--- src/rtl/wb_master_arbiter.sv ---
// Two-master Wishbone arbiter: round-robin grant held for the whole cyc burst, 1-cycle grant latency.
// Optional slave-response watchdog when WB_ARB_TIMEOUT_EN is defined (limit TIMEOUT_CYC).
module wb_master_arbiter #(
  parameter int unsigned TIMEOUT_CYC = 255
) (
  input  logic        clk_i,
  input  logic        rst_i,
  input  logic [31:0] m0_wb_dat_i,
  input  logic [31:0] m0_wb_adr_i,
  input  logic [3:0]  m0_wb_sel_i,
  input  logic        m0_wb_we_i,
  input  logic        m0_wb_cyc_i,
  input  logic        m0_wb_stb_i,
  input  logic [1:0]  m0_wb_tid_i,
  output logic [31:0] m0_wb_dat_o,
  output logic        m0_wb_ack_o,
  output logic        m0_wb_err_o,
  input  logic [31:0] m1_wb_dat_i,
  input  logic [31:0] m1_wb_adr_i,
  input  logic [3:0]  m1_wb_sel_i,
  input  logic        m1_wb_we_i,
  input  logic        m1_wb_cyc_i,
  input  logic        m1_wb_stb_i,
  input  logic [1:0]  m1_wb_tid_i,
  output logic [31:0] m1_wb_dat_o,
  output logic        m1_wb_ack_o,
  output logic        m1_wb_err_o,
  output logic [31:0] s_wb_dat_o,
  output logic [31:0] s_wb_adr_o,
  output logic [3:0]  s_wb_sel_o,
  output logic        s_wb_we_o,
  output logic        s_wb_cyc_o,
  output logic        s_wb_stb_o,
  output logic [1:0]  s_wb_tid_o,
  input  logic [31:0] s_wb_dat_i,
  input  logic        s_wb_ack_i,
  input  logic        s_wb_err_i
);

  typedef enum logic {IDLE, BUSY} state_e;

  state_e state_q, state_d;
  logic   gnt_q, gnt_d;
  logic   last_q, last_d;
  logic   busy;
  logic   req0, req1;
  logic   g_cyc;
  logic   to_pulse;

  assign busy  = (state_q == BUSY);
  assign req0  = m0_wb_cyc_i & m0_wb_stb_i;
  assign req1  = m1_wb_cyc_i & m1_wb_stb_i;
  assign g_cyc = gnt_q ? m1_wb_cyc_i : m0_wb_cyc_i;

  always_ff @(posedge clk_i or posedge rst_i) begin
    if (rst_i) begin
      state_q <= IDLE;
      gnt_q   <= 1'b0;
      last_q  <= 1'b1;
    end else begin
      state_q <= state_d;
      gnt_q   <= gnt_d;
      last_q  <= last_d;
    end
  end

  always_comb begin
    state_d = state_q;
    gnt_d   = gnt_q;
    last_d  = last_q;
    case (state_q)
      IDLE: begin
        if (req0 || req1) begin
          // Under contention the master that did not win last time goes next.
          state_d = BUSY;
          gnt_d   = (req0 && req1) ? ~last_q : req1;
          last_d  = (req0 && req1) ? ~last_q : req1;
        end
      end
      BUSY: begin
        if (!g_cyc) state_d = IDLE;
      end
      default: state_d = IDLE;
    endcase
  end

  always_comb begin
    s_wb_dat_o  = '0;
    s_wb_adr_o  = '0;
    s_wb_sel_o  = '0;
    s_wb_we_o   = 1'b0;
    s_wb_cyc_o  = 1'b0;
    s_wb_stb_o  = 1'b0;
    s_wb_tid_o  = '0;
    m0_wb_dat_o = '0;
    m0_wb_ack_o = 1'b0;
    m0_wb_err_o = 1'b0;
    m1_wb_dat_o = '0;
    m1_wb_ack_o = 1'b0;
    m1_wb_err_o = 1'b0;
    if (busy) begin
      if (gnt_q) begin
        s_wb_dat_o  = m1_wb_dat_i;
        s_wb_adr_o  = m1_wb_adr_i;
        s_wb_sel_o  = m1_wb_sel_i;
        s_wb_we_o   = m1_wb_we_i;
        s_wb_cyc_o  = m1_wb_cyc_i;
        s_wb_stb_o  = m1_wb_stb_i;
        s_wb_tid_o  = m1_wb_tid_i;
        m1_wb_dat_o = s_wb_dat_i;
        m1_wb_ack_o = s_wb_ack_i;
        m1_wb_err_o = s_wb_err_i | to_pulse;
      end else begin
        s_wb_dat_o  = m0_wb_dat_i;
        s_wb_adr_o  = m0_wb_adr_i;
        s_wb_sel_o  = m0_wb_sel_i;
        s_wb_we_o   = m0_wb_we_i;
        s_wb_cyc_o  = m0_wb_cyc_i;
        s_wb_stb_o  = m0_wb_stb_i;
        s_wb_tid_o  = m0_wb_tid_i;
        m0_wb_dat_o = s_wb_dat_i;
        m0_wb_ack_o = s_wb_ack_i;
        m0_wb_err_o = s_wb_err_i | to_pulse;
      end
    end
  end

`ifdef WB_ARB_TIMEOUT_EN
  localparam logic [15:0] TO_LIM = 16'(TIMEOUT_CYC);

  logic [15:0] cnt_q, cnt_d;

  // An ack in the limit cycle beats the watchdog.
  assign to_pulse = busy && s_wb_stb_o && !s_wb_ack_i && (cnt_q == TO_LIM);

  always_comb begin
    cnt_d = '0;
    if (busy && s_wb_stb_o && !s_wb_ack_i && !s_wb_err_i && !to_pulse)
      cnt_d = cnt_q + 16'd1;
  end

  always_ff @(posedge clk_i or posedge rst_i) begin
    if (rst_i) cnt_q <= '0;
    else       cnt_q <= cnt_d;
  end
`else
  logic unused_cfg;
  assign unused_cfg = ^TIMEOUT_CYC;
  assign to_pulse   = 1'b0;
`endif

endmodule
--- config.mk ---
export PLATFORM = sky130hd
export DESIGN_NAME = wb_master_arbiter
export DESIGN_NICKNAME = d
export VERILOG_FILES = /design/src/rtl/wb_master_arbiter.sv
export SDC_FILE = /design/constraint.sdc
export NUM_CORES = 1
export LEC_CHECK = 0
export CORE_AREA = 2 2 126 128
export CTS_CLUSTER_DIAMETER = 30
export DETAILED_ROUTE_END_ITERATION = 6
export DIE_AREA = 0 0 128 130
export PLACE_DENSITY = 0.58
export RECOVER_POWER = 100
export SLEW_MARGIN = 20
export SYNTH_ARGS = -nofsm -noshare
export SYNTH_HDL_FRONTEND = slang
export SYNTH_SLANG_ARGS = --single-unit
--- constraint.sdc ---
create_clock -name clk_i -period 2.88 [get_ports clk_i]
set_input_delay 0.864 -clock clk_i [delete_from_list [all_inputs] [get_ports clk_i]]
set_output_delay 0.864 -clock clk_i [all_outputs]
set_load 0.005 [all_outputs]
==> results of run 1 <==
## registers in the layout (all words and copies together), names as in the netlist
signal and flops:
busy 1, gnt_q 1, last_q 1
## cell families (layout without fill, tap and decap cells)
group,after synthesis,in the layout
DFF,3,3
and+or+nand+nor,146,146
muxes,74,74
AOI/OAI and AO/OA,3,3
buffers and inverters,28,339
## routing by layer
| metal | up-vias | wire, um | GRT usage (%) |
|---|---|---|---|
| met5 | - | 0 | 0 |
| met3 | 8 | 817 | 2.50 |
| met2 | 139 | 5840 | 21.5 |
| li1 | 1480 | - | - |
| met1 | 1310 | 4270 | 12.8 |
| met4 | 0 | 93 | 1.68 |
## synth_stat cells
cell / count
buf_2: 6
and3_1: 34
buf_8: 2
clkbuf_1: 6
dfrtp_1: 2
a22oi_1: 1
inv_1: 1
dfstp_2: 1
and2_1: 34
o21a_1: 1
o32a_1: 1
buf_12: 8
buf_6: 5
nor2b_4: 1
mux2i_1: 74
nor2b_1: 73
and3b_1: 2
nand4b_1: 1
nand2_1: 1
## timing repair
item                       4_1_cts  5_1_grt
gates cloned                     0        0
gates resized for setup         58       49
setup endpoints to repair       58       49
## path summary, 6_finish.rpt
| kind | cells after the start | from | slack [ns] | to |
|---|---|---|---|---|
| min in group asynchronous | 2 | rst_i | 0.96 | gnt_q$_DFFE_PP0P_ |
| setup / recovery | 3 | s_wb_dat_i[27] | 0.02 | m1_wb_dat_o[27] |
| hold reg to reg | 1 | last_q$_DFFE_PP1P_ | 0.56 | last_q$_DFFE_PP1P_ |
| max in group asynchronous | 2 | rst_i | 1.71 | last_q$_DFFE_PP1P_ |
| setup reg to reg | 3 | busy$_DFF_PP0_ | 1.57 | gnt_q$_DFFE_PP0P_ |
| hold / removal | 1 | last_q$_DFFE_PP1P_ | 0.56 | last_q$_DFFE_PP1P_ |
## layout make-up
cell class / instances / area share [%]
multi-input combinational: 223 / 31.6
tap: 192 / 4.47
timing repair buffer: 334 / 60.9
clock buffer: 4 / 1.47
sequential: 3 / 1.47
inverter: 1 / 0.0699
## metrics by stage
step	utilization, %	TNS [ns]	total power [W]
finish	34.8	0	0.00282
detailed placement	34.7	-1.46	0.00286
global placement	34.7	-1.16	0.00283
CTS	34.8	0	0.00292
floorplan	-	0	0.00161
global route	34.8	-0.00711	0.00302
## where the power goes
| part | internal (W) | total [W] | leakage [nW] | switching, W |
|---|---|---|---|---|
| Sequential | 0.0000678 | 0.000124 | 0.0320 | 0.0000558 |
| Combinational | 0.00148 | 0.00248 | 2.43 | 0.000995 |
| Clock | 0.000183 | 0.000222 | 0.0382 | 0.0000393 |
| Total | 0.00173 | 0.00282 | 2.50 | 0.00109 |
==> impl_metrics.yaml, run 1 <==
run_status:
  status: "complete, no violations"
timing:
  drv_slew: 0
  hold_ws_ns: 0.559
  period_share_pct: 99.5
  tightest_slew_ns: 0.467
  hold_viol: 0
  final.min_clock_period_ns: 2.86
  skew_ns: 0.000588
  setup_violations: 0
  max_freq_mhz: 349
  finalWorstSetupSlack_ns: 0.0152
  relSlewSlack_pct: 68.9
global_routing:
  grt_pass1_wl_um: 15000
  overflow: 0
  grt_max_degree: 59
  grt_pass1_vias: 2784
  antenna_found_initial: 0
  grt_use_total_pct: 11.2
synth:
  synth_xor_area_share_pct: 0
  synthesis.area_mm2: 0.00207
  postSynthRegisterBits: 3
  synth_top_family_by_area: "simple AND/OR/NAND/NOR gates"
  netlist.area_leader.share_pct: 35.8
  syn-num-nets: 436
  yosys.area_share.adder_pct: 0
  syn_inst: 254
  synth_warnings: 0
  yosysTopAreaCell: "mux2i_1"
  synth_mux_area_share_pct: 35.8
  synthDistinctLibCells: 19
  synth_compound_area_share_pct: 1.21
  synthSimpleGateAreaFrac_pct: 44.7
  synthTopCellsByArea: "mux2i_1 36%, nor2b_1 22%, and2_1 10%"
  seq_area_frac_synth_pct: 3.69
  postSynthAreaPerCell_um2: 8.15
worst_setup_path:
  worstSetupEndpointType: "primary output"
  cpMostUsedCell: "clkdlybuf4s50_1"
  cp_num_buf_inv: 2
  critPathRequiredTime_ns: 2.02
  cp.arrival_ns: 2.00
  cp_cell_sequence: "clkdlybuf4s50_1 -> and3_1 -> clkdlybuf4s50_1"
  critPathSlowestCell: "clkdlybuf4s50_1"
  critPathMaxFanout: 2
  startpoint_type: "input port"
  critPathMaxStageDelay_ns: 0.51
  path_class: "in -> out"
  cp_top_family: "buffers and inverters"
detailed_routing:
  first_pass_iters: 4
  drt-initial-drc-count: 66
  wl_per_cell_um: 14.6
  drtAntennaViolNets: 0
  route.detailed.drc: 0
  post_drt_via_cell_ratio: 3.88
  wl_um: 11000
  vias: 2937
clock_network:
  cts_made_buffers: 3
  tritoncts: "built"
  cts_root_buffer: "clkbuf_16"
  cts_setup_buffers: 0
  cts_max_level: 1
  postCtsHoldBufs: 0
  clock_sinks: 3
  clock_path_buffers: 2
  clk_pin_slew_worst_paths_ns: 0.03
  clock_latency_ns: 0.22
place:
  port_buffers: 322
  placed_area_mm2: 0.00536
  post-place-ws_ns: -0.0877
  post-place-cells: 753
  dp.final_hpwl_um: 9170
  gp_congestion: 0.803
layout:
  final-seq-area_um2: 78.8
  fill_cells: 1660
  antenna_cells: 0
  drive_gt1_share_pct: 3.54
  final_cell_mix: "171 x clkdlybuf4s50_1, 74 x mux2i_1, 73 x nor2b_1"
  stdcell_count: 757
  nets: 748
  mostFrequentLayoutCell: "clkdlybuf4s50_1"
  fin_area_mm2: 0.00537
  synthToLayoutAreaGrowth_pct: 159
  multiInputGateArea_mm2: 0.00170
power_and_ir_drop:
  powerDensity_mw_per_mm2: 525
  ir_worst_vdd_uv: 431
  power_leakage_nw: 2.50
min_path:
  hold_class: "reg -> reg"
floorplanning:
  core_mm2: 0.0154
  die-area_mm2: 0.0166
  initial_utilization_pct: 13.4
  die_h_um: 130
  dieWidth_um: 128
  std_cell_rows: 46
  design.portCount: 323
job:
  drv_cap: 0
Power figures use the tool's default switching activity.
==> run 2, diff against run 1 <==
--- a/config.mk
+++ b/config.mk
@@ -5,11 +5,11 @@
 export SDC_FILE = /design/constraint.sdc
 export NUM_CORES = 1
 export LEC_CHECK = 0
-export CORE_AREA = 2 2 126 128
+export CORE_AREA = 5 5 122 124
 export CTS_CLUSTER_DIAMETER = 30
 export DETAILED_ROUTE_END_ITERATION = 6
-export DIE_AREA = 0 0 128 130
-export PLACE_DENSITY = 0.58
+export DIE_AREA = 0 0 127 129
+export PLACE_DENSITY = 0.63
 export RECOVER_POWER = 100
 export SLEW_MARGIN = 20
 export SYNTH_ARGS = -nofsm -noshare
==> impl_metrics.yaml, run 2 (synthesis results as in run 1) <==
min_path:
  worstHoldEndpoint: "last_q$_DFFE_PP1P_"
  holdPathStages: 1
  worstHoldStart: "last_q$_DFFE_PP1P_"
  hold_class: "reg -> reg"
worst_setup_path:
  r2r_slack_ns: 1.61
  r2r_end: "gnt_q$_DFFE_PP0P_"
  critPathRequiredTime_ns: 2.02
  cp.arrival_ns: 1.99
  path_class: "in -> out"
  worstSetupEndpointType: "primary output"
  startpoint_type: "input port"
  critPathMaxFanout: 2
  ff2ff_path_depth: 3
  r2r_start: "busy$_DFF_PP0_"
timing:
  setup_violations: 0
  hold_viol: 0
  finalWorstSetupSlack_ns: 0.0249
  hold_ws_ns: 0.556
  skew_ns: 0.00181
  max_freq_mhz: 350
  drv_slew: 0
  final.min_clock_period_ns: 2.86
  tightest_slew_ns: 0.376
  relSlewSlack_pct: 74.9
  period_share_pct: 99.1
global_routing:
  grt_pass1_wl_um: 16700
  grt_pass1_vias: 3131
  grt_use_total_pct: 12.4
  antenna_found_initial: 0
  grt_max_degree: 59
  overflow: 0
floorplanning:
  design.portCount: 323
  dieWidth_um: 127
  core_mm2: 0.0137
  die_h_um: 129
  die-area_mm2: 0.0164
  std_cell_rows: 43
  initial_utilization_pct: 15.2
layout:
  mostFrequentLayoutCell: "clkdlybuf4s50_1"
  drive_gt1_share_pct: 3.37
  nets: 746
  fin_util_pct: 39.2
  fin_area_mm2: 0.00536
  final_cell_mix: "195 x clkdlybuf4s50_1, 73 x mux2i_1, 73 x nor2b_1, 73 x dlygate4sd2_1, 35 x clkdlybuf4s25_1"
  antenna_cells: 0
  fill_cells: 1430
  synthToLayoutAreaGrowth_pct: 159
detailed_routing:
  wl_um: 11600
  vias: 2992
  wl_per_cell_um: 15.6
  drt-initial-drc-count: 56
  post_drt_via_cell_ratio: 4.03
  route.detailed.drc: 0
  first_pass_iters: 4
  drtAntennaViolNets: 0
clock_network:
  clock_sinks: 3
  clock_latency_ns: 0.22
  clk_pin_slew_worst_paths_ns: 0.03
  tritoncts: "built"
  cts_max_level: 1
  cts_setup_buffers: 0
  clock_path_buffers: 2
  cts_root_buffer: "clkbuf_16"
  cts_made_buffers: 3
place:
  placed_area_mm2: 0.00536
  post-place-ws_ns: -0.114
  dp.final_hpwl_um: 9840
  gp_congestion: 0.845
  port_buffers: 322
run_status:
  status: "complete, no violations"
power_and_ir_drop:
  powerDensity_mw_per_mm2: 525
  power_leakage_nw: 2.52
  ir_worst_vdd_uv: 275
job:
  drv_cap: 0
run 2: through the flow:
step / total power [W] / std cells / TNS, ns
6_report: 0.00281 / 743 / 0
5_1_grt: 0.00303 / 743 / -0.00386
4_1_cts: 0.00293 / 743 / 0
3_5_place_dp: 0.00291 / 739 / -1.71
3_3_place_gp: 0.00288 / 739 / -1.19
2_1_floorplan: 0.00161 / 254 / 0
run 2: routing by layer:
layer | part of all wire, % | GRT usage, %
met3 | 9.4 | 4.07
met4 | 1.4 | 2.59
met5 | 0 | 0
met2 | 53 | 23.4
met1 | 36 | 13.4
run 2: how the worst max path moves through the flow:
| stage | start | endpoint | slack [ns] | cells past startpoint |
|---|---|---|---|---|
| final | s_wb_dat_i[17] | m0_wb_dat_o[17] | 0.02 | 3 |
| after global routing | s_wb_dat_i[17] | m0_wb_dat_o[17] | -0.004 | 3 |
| after CTS | s_wb_dat_i[0] | m1_wb_dat_o[0] | 0.002 | 3 |
| after detailed placement | m0_wb_cyc_i | s_wb_cyc_o | -0.11 | 4 |
| after global placement | m1_wb_cyc_i | s_wb_cyc_o | -0.09 | 4 |
| after floorplan | m1_wb_cyc_i | s_wb_cyc_o | 0.93 | 2 |
run 2: what timing repair did:
item | CTS | global route
pin swaps | 0 | 0
hold buffers | 0 | 0
endpoints found under the setup margin | 73 | 37
resized for setup | 75 | 37
endpoints found under the hold margin | 0 | 0
run 2: area by class of cell:
cell class / instances / area (um2) / share of cell area (%)
Clock buffer: 4 / 78.8 / 1.47
Sequential cell: 3 / 81.3 / 1.52
Tap cell: 180 / 225 / 4.21
Multi-Input combinational cell: 223 / 1700 / 31.8
Timing Repair Buffer: 332 / 3270 / 61.0
Inverter: 1 / 3.75 / 0.0701
run 2: power by group:
group / total, W / internal [W] / switching [W]
clock network: 0.000219 / 0.000183 / 0.0000364
logic: 0.00243 / 0.00148 / 0.000949
registers: 0.000166 / 0.0000711 / 0.0000951
run 2: critical path, stage by stage:
cell             delay (ns)
clkdlybuf4s50_1        0.50
and2_1                 0.13
clkdlybuf4s50_1        0.50
